### src/rtl/muldiv_seq_pkg.sv
`default_nettype none
// ============================================================================
// Module   : muldiv_seq_pkg
// Purpose  : Shared types and constants for the RV32M multiply/divide
//            sequencer: funct3 operation codes, sequencer states and the
//            decoder steering constants for M-extension instructions.
// Ports    : none (package)
// Revision : 1.0 - initial release
// ============================================================================
package muldiv_seq_pkg;

    // RV32M funct3 encodings
    typedef enum logic [2:0] {
        OP_MUL    = 3'b000,
        OP_MULH   = 3'b001,
        OP_MULHSU = 3'b010,
        OP_MULHU  = 3'b011,
        OP_DIV    = 3'b100,
        OP_DIVU   = 3'b101,
        OP_REM    = 3'b110,
        OP_REMU   = 3'b111
    } muldiv_op_e;

    typedef enum logic [1:0] {
        ST_IDLE = 2'd0,
        ST_CALC = 2'd1,
        ST_FIX  = 2'd2,
        ST_DONE = 2'd3
    } muldiv_state_e;

    // Decoder steering: R-type opcode with funct7 = 0000001 selects this block
    localparam logic [6:0] OPCODE_REG_REG = 7'b0110011;
    localparam logic [6:0] F7_MULDIV      = 7'b0000001;

    // funct3[2] separates the divide family from the multiply family
    function automatic logic is_div_op(input muldiv_op_e op);
        return op[2];
    endfunction

endpackage
`default_nettype wire

### src/rtl/muldiv_seq_if.sv
`default_nettype none
// ============================================================================
// Module   : muldiv_seq_if
// Purpose  : Request/response bundle between the execute stage (master) and
//            the multiply/divide sequencer (slave).
// Signals  : in_valid/in_ready/funct3/op_a/op_b  - request handshake
//            out_valid/out_ready/result          - response handshake
//            busy                                 - sequencer computing
// Revision : 1.0 - initial release
// ============================================================================
interface muldiv_seq_if
    import muldiv_seq_pkg::*;
#(
    parameter int N = 32
);
    logic             in_valid;
    logic             in_ready;
    muldiv_op_e       funct3;
    logic [N-1:0]     op_a;
    logic [N-1:0]     op_b;
    logic             out_valid;
    logic             out_ready;
    logic [N-1:0]     result;
    logic             busy;

    modport master (
        output in_valid, funct3, op_a, op_b, out_ready,
        input  in_ready, out_valid, result, busy
    );

    modport slave (
        input  in_valid, funct3, op_a, op_b, out_ready,
        output in_ready, out_valid, result, busy
    );
endinterface
`default_nettype wire

### src/rtl/muldiv_seq_step.sv
`default_nettype none
// ============================================================================
// Module   : muldiv_step
// Purpose  : Combinational single iteration of the iterative datapath.
//            Multiply: one LSB-first shift-add step on a 2N accumulator
//            {i_hi, i_lo}, where i_lo still holds the unconsumed multiplier.
//            Divide: one MSB-first restoring step; i_hi is the partial
//            remainder, i_lo shifts the dividend out and the quotient in.
// Ports    : i_div  - 1 selects the divide step, 0 the multiply step
//            i_hi   - upper accumulator half / partial remainder
//            i_lo   - lower accumulator half / dividend-quotient shifter
//            i_opnd - multiplicand magnitude / divisor magnitude
//            o_hi, o_lo - updated halves
// Revision : 1.0 - initial release
// ============================================================================
module muldiv_step #(
    parameter int N = 32
) (
    input  wire logic         i_div,
    input  wire logic [N-1:0] i_hi,
    input  wire logic [N-1:0] i_lo,
    input  wire logic [N-1:0] i_opnd,
    output logic      [N-1:0] o_hi,
    output logic      [N-1:0] o_lo
);
    logic [N:0]   w_sum;
    logic [N:0]   w_shift;
    logic         w_ge;
    logic [N-1:0] w_sub;

    // Shift-add: carry out of the upper half becomes the new MSB after the
    // right shift, so the sum is kept one bit wider.
    assign w_sum   = {1'b0, i_hi} + (i_lo[0] ? {1'b0, i_opnd} : {(N+1){1'b0}});

    // Restoring divide: the shifted partial remainder needs N+1 bits. When the
    // subtraction succeeds the difference is below the divisor, so the low N
    // bits of the wrap-around subtraction are exact.
    assign w_shift = {i_hi, i_lo[N-1]};
    assign w_ge    = (w_shift >= {1'b0, i_opnd});
    assign w_sub   = w_shift[N-1:0] - i_opnd;

    always_comb begin
        o_hi = w_sum[N:1];
        o_lo = {w_sum[0], i_lo[N-1:1]};
        if (i_div) begin
            o_hi = w_ge ? w_sub : w_shift[N-1:0];
            o_lo = {i_lo[N-2:0], w_ge};
        end
    end
endmodule
`default_nettype wire

### src/rtl/muldiv_seq.sv
`default_nettype none
// ============================================================================
// Module   : muldiv_seq
// Purpose  : Multi-cycle RV32M multiply/divide sequencer. Accepts one
//            operation, iterates N shift-add / restoring-divide steps on
//            operand magnitudes, applies sign fixup, then holds the result
//            until the consumer takes it. Divide-by-zero and signed overflow
//            bypass the iteration and complete one cycle after acceptance.
// Ports    : clk   - clock
//            rst_n - synchronous active-low reset
//            flush - synchronous abort, highest priority
//            bus   - muldiv_seq_if slave (request/response handshake, busy)
// Revision : 1.0 - initial release
// ============================================================================
module muldiv_seq
    import muldiv_seq_pkg::*;
#(
    parameter int N = 32
) (
    input  wire logic    clk,
    input  wire logic    rst_n,
    input  wire logic    flush,
    muldiv_seq_if.slave  bus
);
    localparam int            CW         = $clog2(N);
    localparam logic [CW-1:0] c_CNT_LAST = CW'(N - 1);

    muldiv_state_e  r_state;
    logic [CW-1:0]  r_cnt;
    muldiv_op_e     r_op;
    logic           r_neg_a;
    logic           r_neg_b;
    logic [N-1:0]   r_hi;
    logic [N-1:0]   r_lo;
    logic [N-1:0]   r_opnd;
    logic [N-1:0]   r_result;

    // ---------------- acceptance decode ----------------
    logic           w_a_signed;
    logic           w_b_signed;
    logic           w_neg_a;
    logic           w_neg_b;
    logic [N-1:0]   w_mag_a;
    logic [N-1:0]   w_mag_b;
    logic           w_div0;
    logic           w_ovf;
    logic [N-1:0]   w_special_res;

    assign w_a_signed = (bus.funct3 != OP_MULHU) && (bus.funct3 != OP_DIVU) &&
                        (bus.funct3 != OP_REMU);
    assign w_b_signed = (bus.funct3 == OP_MUL) || (bus.funct3 == OP_MULH) ||
                        (bus.funct3 == OP_DIV) || (bus.funct3 == OP_REM);
    assign w_neg_a    = w_a_signed && bus.op_a[N-1];
    assign w_neg_b    = w_b_signed && bus.op_b[N-1];
    // The most negative value negates to itself, which is its correct
    // unsigned magnitude.
    assign w_mag_a    = w_neg_a ? -bus.op_a : bus.op_a;
    assign w_mag_b    = w_neg_b ? -bus.op_b : bus.op_b;

    assign w_div0 = is_div_op(bus.funct3) && (bus.op_b == '0);
    assign w_ovf  = ((bus.funct3 == OP_DIV) || (bus.funct3 == OP_REM)) &&
                    (bus.op_a == {1'b1, {(N-1){1'b0}}}) && (&bus.op_b);

    // funct3[1] distinguishes REM/REMU from DIV/DIVU within the divide family
    always_comb begin
        w_special_res = '0;
        if (w_div0)
            w_special_res = bus.funct3[1] ? bus.op_a : '1;
        else if (w_ovf)
            w_special_res = bus.funct3[1] ? '0 : bus.op_a;
    end

    // ---------------- iteration datapath ----------------
    logic [N-1:0] w_step_hi;
    logic [N-1:0] w_step_lo;

    muldiv_step #(.N(N)) u_step (
        .i_div  (r_op[2]),
        .i_hi   (r_hi),
        .i_lo   (r_lo),
        .i_opnd (r_opnd),
        .o_hi   (w_step_hi),
        .o_lo   (w_step_lo)
    );

    // ---------------- sign fixup ----------------
    logic           w_neg_res;
    logic [2*N-1:0] w_prod_fix;
    logic [N-1:0]   w_quo_fix;
    logic [N-1:0]   w_rem_fix;
    logic [N-1:0]   w_fix_res;

    // Unsigned operands never latch a negative sign, so one XOR covers
    // every signed/unsigned combination.
    assign w_neg_res  = r_neg_a ^ r_neg_b;
    assign w_prod_fix = w_neg_res ? -{r_hi, r_lo} : {r_hi, r_lo};
    assign w_quo_fix  = w_neg_res ? -r_lo : r_lo;
    assign w_rem_fix  = r_neg_a   ? -r_hi : r_hi;

    always_comb begin
        w_fix_res = w_prod_fix[N-1:0];
        case (r_op)
            OP_MUL:                       w_fix_res = w_prod_fix[N-1:0];
            OP_MULH, OP_MULHSU, OP_MULHU: w_fix_res = w_prod_fix[2*N-1:N];
            OP_DIV, OP_DIVU:              w_fix_res = w_quo_fix;
            OP_REM, OP_REMU:              w_fix_res = w_rem_fix;
            default:                      w_fix_res = w_prod_fix[N-1:0];
        endcase
    end

    // ---------------- control FSM ----------------
    always_ff @(posedge clk) begin
        if (!rst_n) begin
            r_state  <= ST_IDLE;
            r_cnt    <= '0;
            r_op     <= OP_MUL;
            r_neg_a  <= 1'b0;
            r_neg_b  <= 1'b0;
            r_hi     <= '0;
            r_lo     <= '0;
            r_opnd   <= '0;
            r_result <= '0;
        end else if (flush) begin
            r_state <= ST_IDLE;
        end else begin
            case (r_state)
                ST_IDLE: begin
                    if (bus.in_valid) begin
                        r_op    <= bus.funct3;
                        r_neg_a <= w_neg_a;
                        r_neg_b <= w_neg_b;
                        r_hi    <= '0;
                        r_cnt   <= '0;
                        // Multiply keeps the multiplier in the shifter and the
                        // multiplicand as the addend; divide swaps the roles.
                        if (is_div_op(bus.funct3)) begin
                            r_lo   <= w_mag_a;
                            r_opnd <= w_mag_b;
                        end else begin
                            r_lo   <= w_mag_b;
                            r_opnd <= w_mag_a;
                        end
                        if (w_div0 || w_ovf) begin
                            r_result <= w_special_res;
                            r_state  <= ST_DONE;
                        end else begin
                            r_state  <= ST_CALC;
                        end
                    end
                end
                ST_CALC: begin
                    r_hi <= w_step_hi;
                    r_lo <= w_step_lo;
                    if (r_cnt == c_CNT_LAST) begin
                        r_state <= ST_FIX;
                    end else begin
                        r_cnt <= r_cnt + 1'b1;
                    end
                end
                ST_FIX: begin
                    r_result <= w_fix_res;
                    r_state  <= ST_DONE;
                end
                ST_DONE: begin
                    if (bus.out_ready)
                        r_state <= ST_IDLE;
                end
                default: r_state <= ST_IDLE;
            endcase
        end
    end

    assign bus.in_ready  = (r_state == ST_IDLE);
    assign bus.out_valid = (r_state == ST_DONE);
    assign bus.busy      = (r_state == ST_CALC) || (r_state == ST_FIX);
    assign bus.result    = r_result;
endmodule
`default_nettype wire

### src/flat_wrapper.sv
// flat-port wrapper written by rule: the top's interface ports become plain ports
module muldiv_seq_flat import muldiv_seq_pkg::*;
#(
    parameter int N = 32
)
  (clk, rst_n, flush, bus_in_valid, bus_funct3, bus_op_a, bus_op_b, bus_out_ready, bus_in_ready, bus_out_valid, bus_result, bus_busy);
  muldiv_seq_if #(.N(N)) bus_i ();
  input  wire logic clk;
  input  wire logic rst_n;
  input  wire logic flush;
  input wire logic [$bits(bus_i.in_valid)-1:0] bus_in_valid;
  input wire logic [$bits(bus_i.funct3)-1:0] bus_funct3;
  input wire logic [$bits(bus_i.op_a)-1:0] bus_op_a;
  input wire logic [$bits(bus_i.op_b)-1:0] bus_op_b;
  input wire logic [$bits(bus_i.out_ready)-1:0] bus_out_ready;
  output wire logic [$bits(bus_i.in_ready)-1:0] bus_in_ready;
  output wire logic [$bits(bus_i.out_valid)-1:0] bus_out_valid;
  output wire logic [$bits(bus_i.result)-1:0] bus_result;
  output wire logic [$bits(bus_i.busy)-1:0] bus_busy;
  assign bus_i.in_valid = bus_in_valid;
  assign bus_i.funct3 = bus_funct3;
  assign bus_i.op_a = bus_op_a;
  assign bus_i.op_b = bus_op_b;
  assign bus_i.out_ready = bus_out_ready;
  assign bus_in_ready = bus_i.in_ready;
  assign bus_out_valid = bus_i.out_valid;
  assign bus_result = bus_i.result;
  assign bus_busy = bus_i.busy;
  muldiv_seq #(.N(N)) u_core (.clk(clk), .rst_n(rst_n), .flush(flush), .bus(bus_i));
endmodule
### config.mk
export PLATFORM = sky130hd
export DESIGN_NAME = muldiv_seq_flat
export DESIGN_NICKNAME = d
export VERILOG_FILES = /design/src/rtl/muldiv_seq_pkg.sv /design/src/rtl/muldiv_seq_if.sv /design/src/rtl/muldiv_seq_step.sv /design/src/rtl/muldiv_seq.sv /design/src/flat_wrapper.sv
export SDC_FILE = /design/constraint.sdc
export NUM_CORES = 1
export LEC_CHECK = 0
export BUFFER_PORTS_ARGS = -buffer_cell sky130_fd_sc_hd__buf_2
export CORE_MARGIN = 8
export CORE_UTILIZATION = 35
export CTS_BUF_LIST = sky130_fd_sc_hd__clkbuf_8
export CTS_CLUSTER_SIZE = 8
export DETAILED_ROUTE_END_ITERATION = 6
export GPL_TIMING_DRIVEN = 0
export HOLD_SLACK_MARGIN = 0.02
export SLEW_MARGIN = 0
export SYNTH_ARGS = -nofsm -noshare
export SYNTH_HDL_FRONTEND = slang
export SYNTH_SLANG_ARGS = --single-unit
### constraint.sdc
create_clock -name clk -period 3.6 [get_ports clk]
set_input_delay 0.36 -clock clk [delete_from_list [all_inputs] [get_ports clk]]
set_output_delay 0.36 -clock clk [all_outputs]
set_load 0.01 [all_outputs]
Word-level counts from Yosys, hierarchy flattened:

Cells that the tools add are included.

* register bits after elaboration: 140
* input port bits: 72
* output and inout bits: 35

* $add $sub $neg: 8
* equality and inequality tests: 23
* reductions and logical operators: 29
* multiplexer cells: 31
* magnitude comparators: 1
* bitwise logic cells: 3

Operator list (count)
* 2-to-1 mux 32 bit: 18
* one-hot mux 32 bit (2 select lines): 3
* negation 32 bit: 4
* one-hot mux 32 bit (4 select lines): 1
* 2-to-1 mux 64 bit: 1
* negation 64 bit: 1
* adder 32 x 33 -> 33 bit: 1
* >= comparator 33 x 32 -> 1 bit: 1
* == test 32 bit, second input constant: 1
* zero test 32 bit: 1
* AND reduction 32 bit: 1
* subtractor 32 bit: 1
* == test 3 bit, second input constant: 6
* 2-to-1 mux 5 bit: 2
* one-hot mux 5 bit (2 select lines): 1
* AND reduction 3 bit: 3
* 2-to-1 mux 2 bit: 4
* one-hot mux 2 bit (4 select lines): 1
* AND reduction 4 bit: 2
* logical AND 1 bit: 7
* == test 3 x 1 -> 1 bit, second input constant: 2
* == test 3 x 2 -> 1 bit, second input constant: 2
* zero test 3 bit: 2
* logical OR 1 bit: 6
* other kinds (14): 23

Longest topological paths before layout:

Gate-level depths: netlist of run 1.

* depth after elaboration: 9
* depth in mapped cells: 14
* depth with buffers taken out: 14

Hierarchy:

A second synthesis of run 1 with hierarchy kept.

* cells, all modules: 2164
* area total of the unflattened synthesis: 15693.8 µm²

Modules (own cells, without submodules)
* muldiv_seq: area an instance 10826.6 µm², times used 1, cells each 1459
* muldiv_step: area an instance 4867.2 µm², times used 1, cells each 705

Worst setup path before layout of run 1:

No wires, ideal clock.

* path type: register to register
* start point: register u_core.r_lo[0]
* end point: register u_core.r_hi[31]
* required time: 3.483 ns
* cell stages (with the launch flop): 15
* setup time: 0.117 ns
* path slack: 0.304 ns
* data arrival time: 3.179 ns
* period minus slack after synthesis: 3.296 ns
* cell sequence: dfxtp_1 inv_1 clkbuf_1 nor2_1 ha_1 a21oi_1 o31ai_1 and3_1 nor4_1 o21ai_0 a21oi_1 o211ai_1 o31a_1 a2111o_1 a32o_1

* cells in the longest elaborated chain, start to end: 4

RTL lines
* start, declared: RTL line muldiv_seq.sv:34 `logic [N-1:0] r_lo;`
* start signal, assigned: RTL line muldiv_seq.sv:137 `r_lo <= w_mag_a;`
* start signal, assigned: RTL line muldiv_seq.sv:140 `r_lo <= w_mag_b;`
* start signal, assigned: RTL line muldiv_seq.sv:153 `r_lo <= w_step_lo;`
* 2-to-1 mux 32 bit: RTL line muldiv_seq_step.sv:33 `assign w_sum = {1'b0, i_hi} + (i_lo[0] ? {1'b0, i_opnd} : {(N+1){1'b0}});`
* adder 32 x 33 -> 33 bit: RTL line muldiv_seq_step.sv:33
* 2-to-1 mux 32 bit: RTL line muldiv_seq_step.sv:45 `if (i_div) begin`
* one-hot mux 32 bit (2 select lines): RTL line muldiv_seq.sv:126 `case (r_state)`
* end signal, assigned: RTL line muldiv_seq.sv:152 `r_hi <= w_step_hi;`
* end, declared: RTL line muldiv_seq.sv:33 `logic [N-1:0] r_hi;`

No other way between the ends.
A chain may end at the register's enable or synchronous reset.

Worst setup path after layout of run 1:

* start point: register u_core.r_lo[26]
* end point: register u_core.r_result[17] (netlist: u_core.bus.result[17])

* cells in the longest elaborated chain, start to end: 4

RTL lines
* negation 64 bit: RTL line muldiv_seq.sv:96 `assign w_prod_fix = w_neg_res ? -{r_hi, r_lo} : {r_hi, r_lo};`
* 2-to-1 mux 64 bit: RTL line muldiv_seq.sv:96
* one-hot mux 32 bit (4 select lines): RTL line muldiv_seq.sv:102 `case (r_op)`
* one-hot mux 32 bit (2 select lines): RTL line muldiv_seq.sv:126
* end signal, assigned: RTL line muldiv_seq.sv:144 `r_result <= w_special_res;`
* end signal, assigned: RTL line muldiv_seq.sv:161 `r_result <= w_fix_res;`
* end, declared: RTL line muldiv_seq.sv:36 `logic [N-1:0] r_result;`

No other way between the ends.

==> results of run 1 <==
==> cell usage after synthesis (5+ instances only) <==
cell type	instances
clkbuf_1	112
o31a_1	6
or4_1	15
o211ai_1	23
o22ai_1	10
mux2_2	23
or3_1	15
and2_1	10
nor2_1	213
nand3_1	37
a21o_1	38
o21ai_0	173
a221o_1	7
a211o_1	6
xnor2_1	94
and3_1	12
nor2b_1	8
o21bai_1	8
o21a_1	7
nand2_1	191
xor2_1	76
or2_2	12
nor4_1	18
a21oi_1	253
a22oi_1	17
inv_1	71
dfxtp_1	140
o41ai_1	11
buf_1	7
nand2b_1	16
buf_2	9
a311oi_1	7
a32o_1	5
nor3_1	64
a41oi_1	6
nand4_1	15
a31o_2	8
ha_1	75
a211oi_1	27
o221ai_1	12
a31oi_1	29
mux2i_1	46
o31ai_1	29
==> metrics by stage <==
| stage | area, um2 | TNS (ps) | setup WS, ps | utilization, % | total power, mW |
|---|---|---|---|---|---|
| global placement | 15600 | -13810 | -628 | 38.3 | 3.39 |
| detailed placement | 15600 | -14750 | -584 | 38.3 | 3.40 |
| floorplan | 14400 | 0 | 304 | - | 2.79 |
| CTS | 16200 | -6.00 | -6.00 | 39.6 | 4.78 |
| global route | 16400 | 0 | 7.78 | 40.3 | 5.09 |
| finish | 16400 | 0 | 74.9 | 40.3 | 4.89 |
==> power by group <==
| part | leakage, nW | switching (mW) | total [mW] | internal [mW] |
|---|---|---|---|---|
| clock | 0.204 | 0.705 | 1.36 | 0.655 |
| combinational | 5.09 | 1.20 | 1.83 | 0.640 |
| sequential | 1.14 | 0.0893 | 1.70 | 1.61 |
==> cells by family after synthesis <==
logic type	Yosys count	share of synthesized area, %
simple gates	664	21.9
fa+ha+maj	77	6.78
flops	140	19.4
buf+inv	206	5.67
compound gates	721	30.9
xor+xnor	170	10.3
mux	69	4.99
==> routing by layer <==
layer | wire length [um] | share of wire, %
met4 | 3620 | 5.2
met1 | 29700 | 43
met2 | 29300 | 42
met5 | 0 | 0
met3 | 6750 | 9.7
==> sequential cells by signal (all words and copies together), names as in the netlist <==
signal / cells
u_core.r_state: 2
u_core.r_op: 3
u_core.r_neg_b: 1
u_core.bus.result: 32
u_core.r_lo: 32
u_core.r_cnt: 5
u_core.r_hi: 32
u_core.r_neg_a: 1
u_core.r_opnd: 32
==> worst max-delay path by stage <==
stage | endpoint | startpoint | slack [ps]
detailed placement | u_core.bus.result[6]$_SDFFE_PN0P_ | u_core.r_lo[0]$_SDFFE_PN0P_ | -580
CTS | u_core.bus.result[22]$_SDFFE_PN0P_ | u_core.r_hi[1]$_SDFFE_PN0P_ | -6
global placement | u_core.bus.result[6]$_SDFFE_PN0P_ | u_core.r_lo[0]$_SDFFE_PN0P_ | -630
finish | u_core.bus.result[17]$_SDFFE_PN0P_ | u_core.r_lo[26]$_SDFFE_PN0P_ | 70
global route | u_core.r_hi[31]$_SDFFE_PN0P_ | u_core.r_lo[0]$_SDFFE_PN0P_ | 8
floorplan | u_core.r_hi[31]$_SDFFE_PN0P_ | u_core.r_lo[0]$_SDFFE_PN0P_ | 300
==> critical path, cell delays in order, from the launching register on <==
cell,delay (ps)
dfxtp_1,410
or3_4,440
or4_4,470
or4b_1,490
buf_2,210
and2_4,190
o31ai_1,300
xor2_1,300
nor2_1,110
nor3_1,330
a21oi_1,120
==> timing repair <==
item / 4_1_cts / 5_1_grt
hold buffers: 0 / 0
setup buffers: 2 / 11
resized for setup: 28 / 54
endpoints found under the setup margin: 48 / 53
pin swaps: 7 / 11
==> cell type report <==
class / count / area share [%]
buffer: 135 / 3.46
clock buffer: 19 / 1.59
clock inverter: 13 / 0.860
inverter: 71 / 1.62
sequential: 140 / 17.1
timing repair buffer: 118 / 3.79
multi-input combinational: 1701 / 67.5
tap: 532 / 4.05
==> impl_metrics.env, run 1 <==
export IMPL_tightest_slew_ps=1120
export IMPL_yosys_register_bits=140
export IMPL_busiest_layer="met2"
export IMPL_grt_pass1_wl_mm=101
export IMPL_ys_flop_type="dfxtp_1"
export IMPL_firstDrtPassIters=6
export IMPL_clock_fmax_mhz=284
export IMPL_post_place_cells=2684
export IMPL_finClkSkew_ps=17.4
export IMPL_grt_util_met3_pct=6.35
export IMPL_ff2ff_path_depth=10
export IMPL_grtUsageMet2_pct=42.4
export IMPL_die_area_mm2=0.0480
export IMPL_ys_seq_area_share_pct=19.4
export IMPL_multi_input_area_mm2=0.0111
export IMPL_synth_area_leader_cell="dfxtp_1"
export IMPL_hold_viol=0
export IMPL_regArea_mm2=0.00281
export IMPL_path_class="flip-flop to flip-flop"
export IMPL_holdPathStages=3
export IMPL_synth_edf_count=0
export IMPL_slew_limit_headroom_pct=25.1
export IMPL_first_iter_violations=1925
export IMPL_setup_viol=0
export IMPL_gp_congestion=1.05
export IMPL_endpoint_kind="flip-flop"
export IMPL_port_buffers=105
export IMPL_drv_slew=0
export IMPL_synth_top_area_share_pct=19.4
export IMPL_ctsLongestPathBuffers=2
export IMPL_die_w_um=219
export IMPL_drive_above_1_share_pct=13.0
export IMPL_ant_nets=0
export IMPL_start_kind="flip-flop"
export IMPL_routed_via_count=17000
export IMPL_grt_usage_pct=27.9
export IMPL_cts_sinks=140
export IMPL_rows=74
export IMPL_clk_pin_slew_ps=90
export IMPL_synthDistinctLibCells=88
export IMPL_crit_fanout=8
export IMPL_nets=2333
export IMPL_met1_usage_pct=37.0
export IMPL_async_flop_share_pct=0
export IMPL_fin_crit_ps=3530
export IMPL_grt_start_max_net_pins=17
export IMPL_final_cells=2729
export IMPL_whs_ps=200
export IMPL_rsz0062_at_grt="false"
export IMPL_grt_pass1_vias=16000
export IMPL_cts_tree="yes"
export IMPL_n_fill_cell=4361
export IMPL_diodes=0
export IMPL_hold_path_endpoint="u_core.r_op[0]$_SDFFE_PN0P_"
export IMPL_syn_nets=2196
export IMPL_core_mm2=0.0407
export IMPL_leakage_nw=6.44
export IMPL_drc=0
export IMPL_ir_drop_uv=236
export IMPL_viasPerCell=6.23
export IMPL_wl_per_cell_um=25.4
export IMPL_layout_commonest_cell="a21oi_1"
export IMPL_dieHeight_um=219
export IMPL_antenna_found_initial=0
export IMPL_layout_common_cells="a21oi_1 (244), nor2_1 (211), nand2_1 (191)"
export IMPL_timing_final_crit_share_pct=97.9
export IMPL_worst_skew_pair_late_latency_ps=480
export IMPL_critPathRequiredTime_ps=3950
export IMPL_ys_warnings_count=0
export IMPL_synth_area_per_cell_um2=7.05
export IMPL_grt_overflow=0
export IMPL_r2r_start="u_core.r_lo[26]$_SDFFE_PN0P_"
export IMPL_drv_cap=0
export IMPL_synthesis_instances=2047
export IMPL_syn_to_final_growth_pct=13.9
export IMPL_r2r_slack_ps=70
export IMPL_synth_area_leaders="dfxtp_1 (19%), a21oi_1 (8.8%), ha_1 (6.5%)"
export IMPL_hp_class="input pin to flip-flop"
export IMPL_worstPathArrival_ps=3870
export IMPL_start_util_pct=35.4
export IMPL_worstHoldStart="bus_funct3[0]"
export IMPL_timing_rr_end="u_core.bus.result[17]$_SDFFE_PN0P_"
export IMPL_status="completed"
export IMPL_dp_hpwl_mm=56.5
export IMPL_io_pins=107
export IMPL_power_per_cell_area_mw_per_mm2=298
export IMPL_h_tree_depth=4
export IMPL_syn_area_mm2=0.0144
export IMPL_wl_mm=69.4
export IMPL_root_buffer="clkbuf_8"
export IMPL_cts_made_buffers=17
Power figures use the tool's default switching activity.
==> inputs of run 2 (changes only) <==
ABC_AREA = 1   (was not set)
SLEW_MARGIN = not set   (was 0)
==> run 2 against run 1 <==
Non-clock buffer count is 28 lower. Flip-flop and latch count stayed put. Sequential share of layout area is 2.6 points lower. Cell count is 49% higher. First-iteration DRC count is 43% higher. Worst setup slack better by 190 ps. Maximum frequency is 5.8% higher. Clock skew is 8.1 ps higher.
==> impl_metrics.env, run 2 <==
export IMPL_path_class="flip-flop to flip-flop"
export IMPL_grt_usage_pct=31.6
export IMPL_ys_warnings_count=0
export IMPL_ctsLongestPathBuffers=2
export IMPL_timing_critical_path_mode_cell="nand2_1"
export IMPL_synth_top_area_share_pct=20.5
export IMPL_synth_most_common_cell="nand2_1"
export IMPL_grt_overflow=0
export IMPL_cp_num_buf_inv=2
export IMPL_fin_crit_ps=3330
export IMPL_cts_tree="yes"
export IMPL_first_iter_violations=2747
export IMPL_crit_family="simple AND/OR/NAND/NOR gates"
export IMPL_cp_depth=16
export IMPL_drv_cap=0
export IMPL_final_cells=4070
export IMPL_dp_hpwl_mm=78.6
export IMPL_crit_end="u_core.r_hi[18]$_SDFFE_PN0P_"
export IMPL_synth_area_leaders="nand2_1 (21%), dfxtp_1 (16%), inv_1 (9.3%)"
export IMPL_core_mm2=0.0499
export IMPL_postCtsResizedCells=0
export IMPL_setup_viol=0
export IMPL_port_buffers=106
export IMPL_async_flop_share_pct=0
export IMPL_h_tree_depth=4
export IMPL_drv_slew=0
export IMPL_cts_made_buffers=17
export IMPL_setup_tns_ps=0
export IMPL_leakage_nw=9.85
export IMPL_ys_seq_area_share_pct=16.0
export IMPL_ff2ff_path_depth=16
export IMPL_dieHeight_um=240
export IMPL_nets=3533
export IMPL_layout_common_cells="nand2_1 (959), inv_1 (433), nor2_1 (374)"
export IMPL_slowest_stage="dfxtp_1"
export IMPL_finClkSkew_ps=25.5
export IMPL_antenna_found_initial=1
export IMPL_tightest_slew_ps=971
export IMPL_cts_sinks=140
export IMPL_power_per_cell_area_mw_per_mm2=291
export IMPL_wl_mm=93.7
export IMPL_grt_start_max_net_pins=17
export IMPL_crit_path_cell_trace="inv_1 > ha_1 > inv_1 > fa_1 > nand3_1 > nand2_1 > nand3_1 > nand2_1 > nand3_1 > nand2_1 > nand2_1 > nand2_1 > nor2_1 > o21ai_1 > nand2_1 > a21oi_1"
export IMPL_yosys_register_bits=140
export IMPL_root_buffer="clkbuf_8"
export IMPL_routed_via_count=22800
export IMPL_worstPathArrival_ps=3750
export IMPL_clock_fmax_mhz=300
export IMPL_grt_pass1_vias=20300
export IMPL_synth_area_leader_cell="nand2_1"
export IMPL_viasPerCell=5.61
export IMPL_syn_area_mm2=0.0175
export IMPL_fin_util_pct=38.8
export IMPL_io_pins=107
export IMPL_layout_commonest_cell="nand2_1"
export IMPL_slew_limit_headroom_pct=34.6
export IMPL_max_stage_delay_ps=580
export IMPL_gp_congestion=1.07
export IMPL_grt_pass1_wl_mm=135
export IMPL_multi_input_area_mm2=0.0125
export IMPL_r2r_start="u_core.r_lo[31]$_SDFFE_PN0P_"
export IMPL_hp_class="input pin to flip-flop"
export IMPL_syn_to_final_growth_pct=10.1
export IMPL_hold_viol=0
export IMPL_synthesis_instances=3260
export IMPL_clk_pin_slew_ps=110
export IMPL_drive_above_1_share_pct=6.56
export IMPL_die_area_mm2=0.0575
export IMPL_synthDistinctLibCells=52
export IMPL_n_fill_cell=5868
export IMPL_regArea_mm2=0.00280
export IMPL_critical_path_startpoint="u_core.r_lo[31]$_SDFFE_PN0P_"
export IMPL_rows=82
export IMPL_drc=0
export IMPL_synth_common_cells="nand2_1 (959), inv_1 (433), nor2_1 (374)"
export IMPL_holdPathStages=3
export IMPL_post_cts_buffers=0
export IMPL_syn_nets=3409
export IMPL_timing_rr_end="u_core.r_hi[18]$_SDFFE_PN0P_"
export IMPL_synth_area_per_cell_um2=5.38
export IMPL_ant_nets=0
export IMPL_r2r_slack_ps=270
export IMPL_status="completed"
export IMPL_firstDrtPassIters=6
export IMPL_post_place_cells=4038
export IMPL_critPathRequiredTime_ps=4020
export IMPL_die_w_um=240
export IMPL_start_kind="flip-flop"
export IMPL_synth_edf_count=0
export IMPL_ir_drop_uv=330
export IMPL_crit_fanout=6
export IMPL_worst_skew_pair_late_latency_ps=510
export IMPL_rsz0062_at_grt="false"
export IMPL_endpoint_kind="flip-flop"
export IMPL_ys_flop_type="dfxtp_1"
export IMPL_start_util_pct=35.2
export IMPL_wl_per_cell_um=23.0
export IMPL_timing_final_crit_share_pct=92.5
export IMPL_cts_hold_buf=0
## run 2: cell count changes after synthesis, moves of 76 or more
cell | before | now
o21ai_0 | 173 | 249
xnor2_1 | 94 | 15
nor2_1 | 213 | 374
inv_1 | 71 | 433
nand3_1 | 37 | 293
nand2_1 | 191 | 959
## run 2: worst register-to-register path, delay by kind of cell (launching register included)
| family | cells | cell delay, ps |
|---|---|---|
| AOI/OAI and AO/OA | 2 | 410 |
| buffers and inverters | 2 | 480 |
| DFF | 1 | 580 |
| and+or+nand+nor | 10 | 1250 |
| adders and majority gates | 2 | 540 |
## run 2: kinds of logic (layout without fill, tap and decap cells)
| kind of cell | Yosys count | count (layout) | synth area share [%] |
|---|---|---|---|
| DFF | 140 | 140 | 16.0 |
| xor gates and xnor gates | 77 | 77 | 3.84 |
| and+or+nand+nor | 1774 | 1774 | 42.5 |
| AOI/OAI and AO/OA | 624 | 624 | 19.3 |
| other | 0 | 1 | 0 |
| buffers and inverters | 568 | 705 | 12.9 |
| adders and majority gates | 77 | 77 | 5.58 |
## run 2: per-stage QoR
step | instance area, um2 | power, mW | hold slack (ps) | setup WS (ps)
detailed placement | 18900 | 4.17 | 453 | 180
CTS | 19300 | 5.55 | 108 | 149
global route | 19300 | 5.88 | 138 | 172
global placement | 18900 | 4.18 | 452 | 155
floorplan | 17500 | 3.23 | 444 | 1060
finish | 19300 | 5.63 | 140 | 269
## run 2: cell type report
class | instances | share of cell area, %
antenna | 1 | 0.0130
buffer | 119 | 2.92
clock buffer | 18 | 1.28
clock inverter | 14 | 0.822
inverter | 448 | 8.73
multi-input combinational | 2552 | 64.6
sequential | 140 | 14.5
tap | 672 | 4.35
timing repair buffer | 106 | 2.75
## run 2: power by group
part	internal, mW	switching, mW
Clock	0.606	0.798
Sequential	1.62	0.104
Combinational	0.669	1.83
## run 2: how the worst min path moves through the flow
stage | start | to
floorplan | u_core.r_cnt[4]$_SDFFE_PN0P_ | u_core.r_cnt[4]$_SDFFE_PN0P_
global placement | u_core.bus.result[6]$_SDFFE_PN0P_ | u_core.bus.result[6]$_SDFFE_PN0P_
detailed placement | u_core.bus.result[6]$_SDFFE_PN0P_ | u_core.bus.result[6]$_SDFFE_PN0P_
CTS | flush | u_core.r_state[1]$_SDFFE_PP0P_
global route | flush | u_core.r_state[1]$_SDFFE_PP0P_
finish | flush | u_core.r_state[1]$_SDFFE_PP0P_
## run 2: metal layers
metal | track usage [%] | part of all wire (%) | wire (um)
met2 | 48.4 | 43 | 40000
met4 | 16.7 | 5.8 | 5470
met5 | 0 | 0 | 0
met3 | 4.88 | 9.0 | 8420
met1 | 42.4 | 42 | 39800
==> inputs of run 3 (changes only) <==
ABC_AREA = not set   (was 1)
RECOVER_POWER = 25   (was not set)
==> run 3 against run 2 <==
Design area shrank 15%. Critical path type unchanged. Via count shrank 25%. Flip-flop and latch count did not move. First-iteration DRC count is 32% lower. The flow now finishes with violations (design-rule violations). Wire length down 26%. Cell count down 33%. Largest cell class unchanged. Global-route usage down 3.7 points. Combinational power down 27%. Sequential share of layout area increased by 2.6 points. Clock power is essentially flat. Total power shrank 13%.
==> impl_metrics.env, run 3 (synthesized netlist as in run 1, its figures left out) <==
export IMPL_p_comb_share_pct=37.5
export IMPL_leakage_nw=6.28
export IMPL_top_layer_used="met4"
export IMPL_start_util_pct=35.4
export IMPL_cts_sinks=140
export IMPL_drv_cap=0
export IMPL_finClkSkew_ps=20.5
export IMPL_path_class="flip-flop to flip-flop"
export IMPL_rsz0062_at_grt="false"
export IMPL_routed_via_count=17000
export IMPL_grt_pass1_vias=16000
export IMPL_cts_made_buffers=17
export IMPL_antenna_found_initial=0
export IMPL_clkPwrFrac_pct=27.9
export IMPL_crit_fanout=9
export IMPL_postLayoutCellArea_mm2=0.0164
export IMPL_failed_checks="design-rule violations"
export IMPL_ir_drop_uv=239
export IMPL_drc=4
export IMPL_critPathRequiredTime_ps=3960
export IMPL_met3_length_mm=6.82
export IMPL_rows=74
export IMPL_fin_util_pct=40.2
export IMPL_port_buffers=105
export IMPL_drv_slew=0
export IMPL_hold_viol=0
export IMPL_nets=2333
export IMPL_switchingPower_mw=1.99
export IMPL_r2r_start="u_core.r_hi[2]$_SDFFE_PN0P_"
export IMPL_setup_viol=0
export IMPL_h_tree_depth=4
export IMPL_first_iter_violations=1874
export IMPL_grt_pass1_wl_mm=101
export IMPL_r2r_slack_ps=60
export IMPL_clk_pin_slew_ps=100
export IMPL_die_area_mm2=0.0480
export IMPL_gp_congestion=1.05
export IMPL_grt_start_max_net_pins=17
export IMPL_grt_overflow=0
export IMPL_wl_met2_mm=29.5
export IMPL_start_kind="flip-flop"
export IMPL_ant_nets=0
export IMPL_io_pins=107
export IMPL_drive_above_1_share_pct=11.3
export IMPL_worstPathArrival_ps=3900
export IMPL_ff2ff_path_depth=11
export IMPL_hold_path_endpoint="u_core.r_op[0]$_SDFFE_PN0P_"
export IMPL_layout_common_cells="a21oi_1 (244), nor2_1 (211), nand2_1 (191)"
export IMPL_hp_class="input pin to flip-flop"
export IMPL_place_area_mm2=0.0156
export IMPL_worst_skew_pair_late_latency_ps=490
export IMPL_clock_fmax_mhz=283
export IMPL_timing_rr_end="u_core.bus.result[31]$_SDFFE_PN0P_"
export IMPL_dp_hpwl_mm=56.5
export IMPL_dieHeight_um=219
export IMPL_post_place_ws_ps=-584
export IMPL_root_buffer="clkbuf_8"
export IMPL_wl_per_cell_um=25.5
export IMPL_cts_hold_buf=0
export IMPL_grt_usage_pct=27.9
export IMPL_regArea_mm2=0.00281
export IMPL_wl_mm=69.5
export IMPL_power_per_cell_area_mw_per_mm2=299
export IMPL_worstHoldStart="bus_funct3[0]"
export IMPL_p_int_mw=2.90
export IMPL_multi_input_area_mm2=0.0111
export IMPL_layout_commonest_cell="a21oi_1"
export IMPL_holdPathStages=3
export IMPL_cts_tree="yes"
export IMPL_slew_limit_headroom_pct=27.8
export IMPL_ctsLongestPathBuffers=2
export IMPL_fin_crit_ps=3540
export IMPL_viasPerCell=6.24
export IMPL_p_seq_share_pct=34.7
export IMPL_timing_final_crit_share_pct=98.3
export IMPL_met1Wirelength_mm=29.6
export IMPL_n_fill_cell=4377
export IMPL_diodes=0
export IMPL_core_mm2=0.0407
export IMPL_status="finished with violations"
export IMPL_die_w_um=219
export IMPL_setup_ws_ps=61.2
export IMPL_setup_tns_ps=0
export IMPL_firstDrtPassIters=7
export IMPL_endpoint_kind="flip-flop"
export IMPL_swShare_pct=40.7
export IMPL_syn_to_final_growth_pct=13.6
export IMPL_tightest_slew_ps=1080
==> run 3: cell count changes in the layout (fill, tap and decap cells not counted), sizes merged, moves of 33 or more <==
cell / delta
nand2: -774
inv: -383
nand3: -259
nor2: -177
o21ai: -83
xnor2: +79
clkbuf: +72
mux2i: +46
nand4: -46
buf: -43
a21o: +33
==> run 3: worst max-delay path by stage <==
stage | start | to | slack [ps]
after floorplan | u_core.r_lo[0]$_SDFFE_PN0P_ | u_core.r_hi[31]$_SDFFE_PN0P_ | 300
after global placement | u_core.r_lo[0]$_SDFFE_PN0P_ | u_core.bus.result[6]$_SDFFE_PN0P_ | -630
after detailed placement | u_core.r_lo[0]$_SDFFE_PN0P_ | u_core.bus.result[6]$_SDFFE_PN0P_ | -580
after CTS | u_core.r_hi[1]$_SDFFE_PN0P_ | u_core.bus.result[22]$_SDFFE_PN0P_ | -6
after global routing | u_core.r_lo[0]$_SDFFE_PN0P_ | u_core.r_hi[31]$_SDFFE_PN0P_ | 8
final | u_core.r_hi[2]$_SDFFE_PN0P_ | u_core.bus.result[31]$_SDFFE_PN0P_ | 60
==> run 3: what timing repair did <==
action,in CTS,in global routing
setup buffers,2,11
cloned,0,0
pin swaps,7,11
setup endpoints to repair,48,53
resized for setup,28,54
==> run 3: layer usage <==
layer,up-vias,GRT usage [%]
met2,916,42.4
li1,7756,-
met5,-,0
met3,192,6.35
met1,8156,37.0
met4,0,13.2
==> run 3: critical path, stage by stage (launching register included) <==
cell and delay, ps:
dfxtp_1 350, buf_4 190, or4_4 520, or4_4 500
nor4_4 340, nand2_2 220, or4_4 540, o21ai_2 140
xor2_1 250, nor3_1 90, a21oi_2 160, a21oi_1 90
==> run 3: through the flow <==
step | instances | hold slack (ps) | power (mW)
2_1_floorplan | 2047 | 432 | 2.79
3_3_place_gp | 2684 | 442 | 3.39
3_5_place_dp | 2684 | 446 | 3.40
4_1_cts | 2718 | 159 | 4.78
5_1_grt | 2729 | 207 | 5.09
6_report | 2729 | 208 | 4.90
==> run 3: area by class of cell <==
| class | count | area share, % |
|---|---|---|
| clock inverter | 13 | 0.863 |
| tap | 532 | 4.06 |
| clock buffer | 19 | 1.60 |
| timing repair buffer | 118 | 3.52 |
| buffer | 135 | 3.47 |
| multi-input combinational | 1701 | 67.7 |
| inverter | 71 | 1.63 |
| sequential | 140 | 17.1 |
==> run 3: power by group through the flow <==
stage	Combinational [mW]	Sequential, mW	Clock (mW)
after floorplan	1.10	1.69	0
after global placement	1.67	1.72	0
after detailed placement	1.68	1.73	0
after CTS	1.72	1.69	1.38
after global routing	1.95	1.70	1.43
final	1.83	1.70	1.37
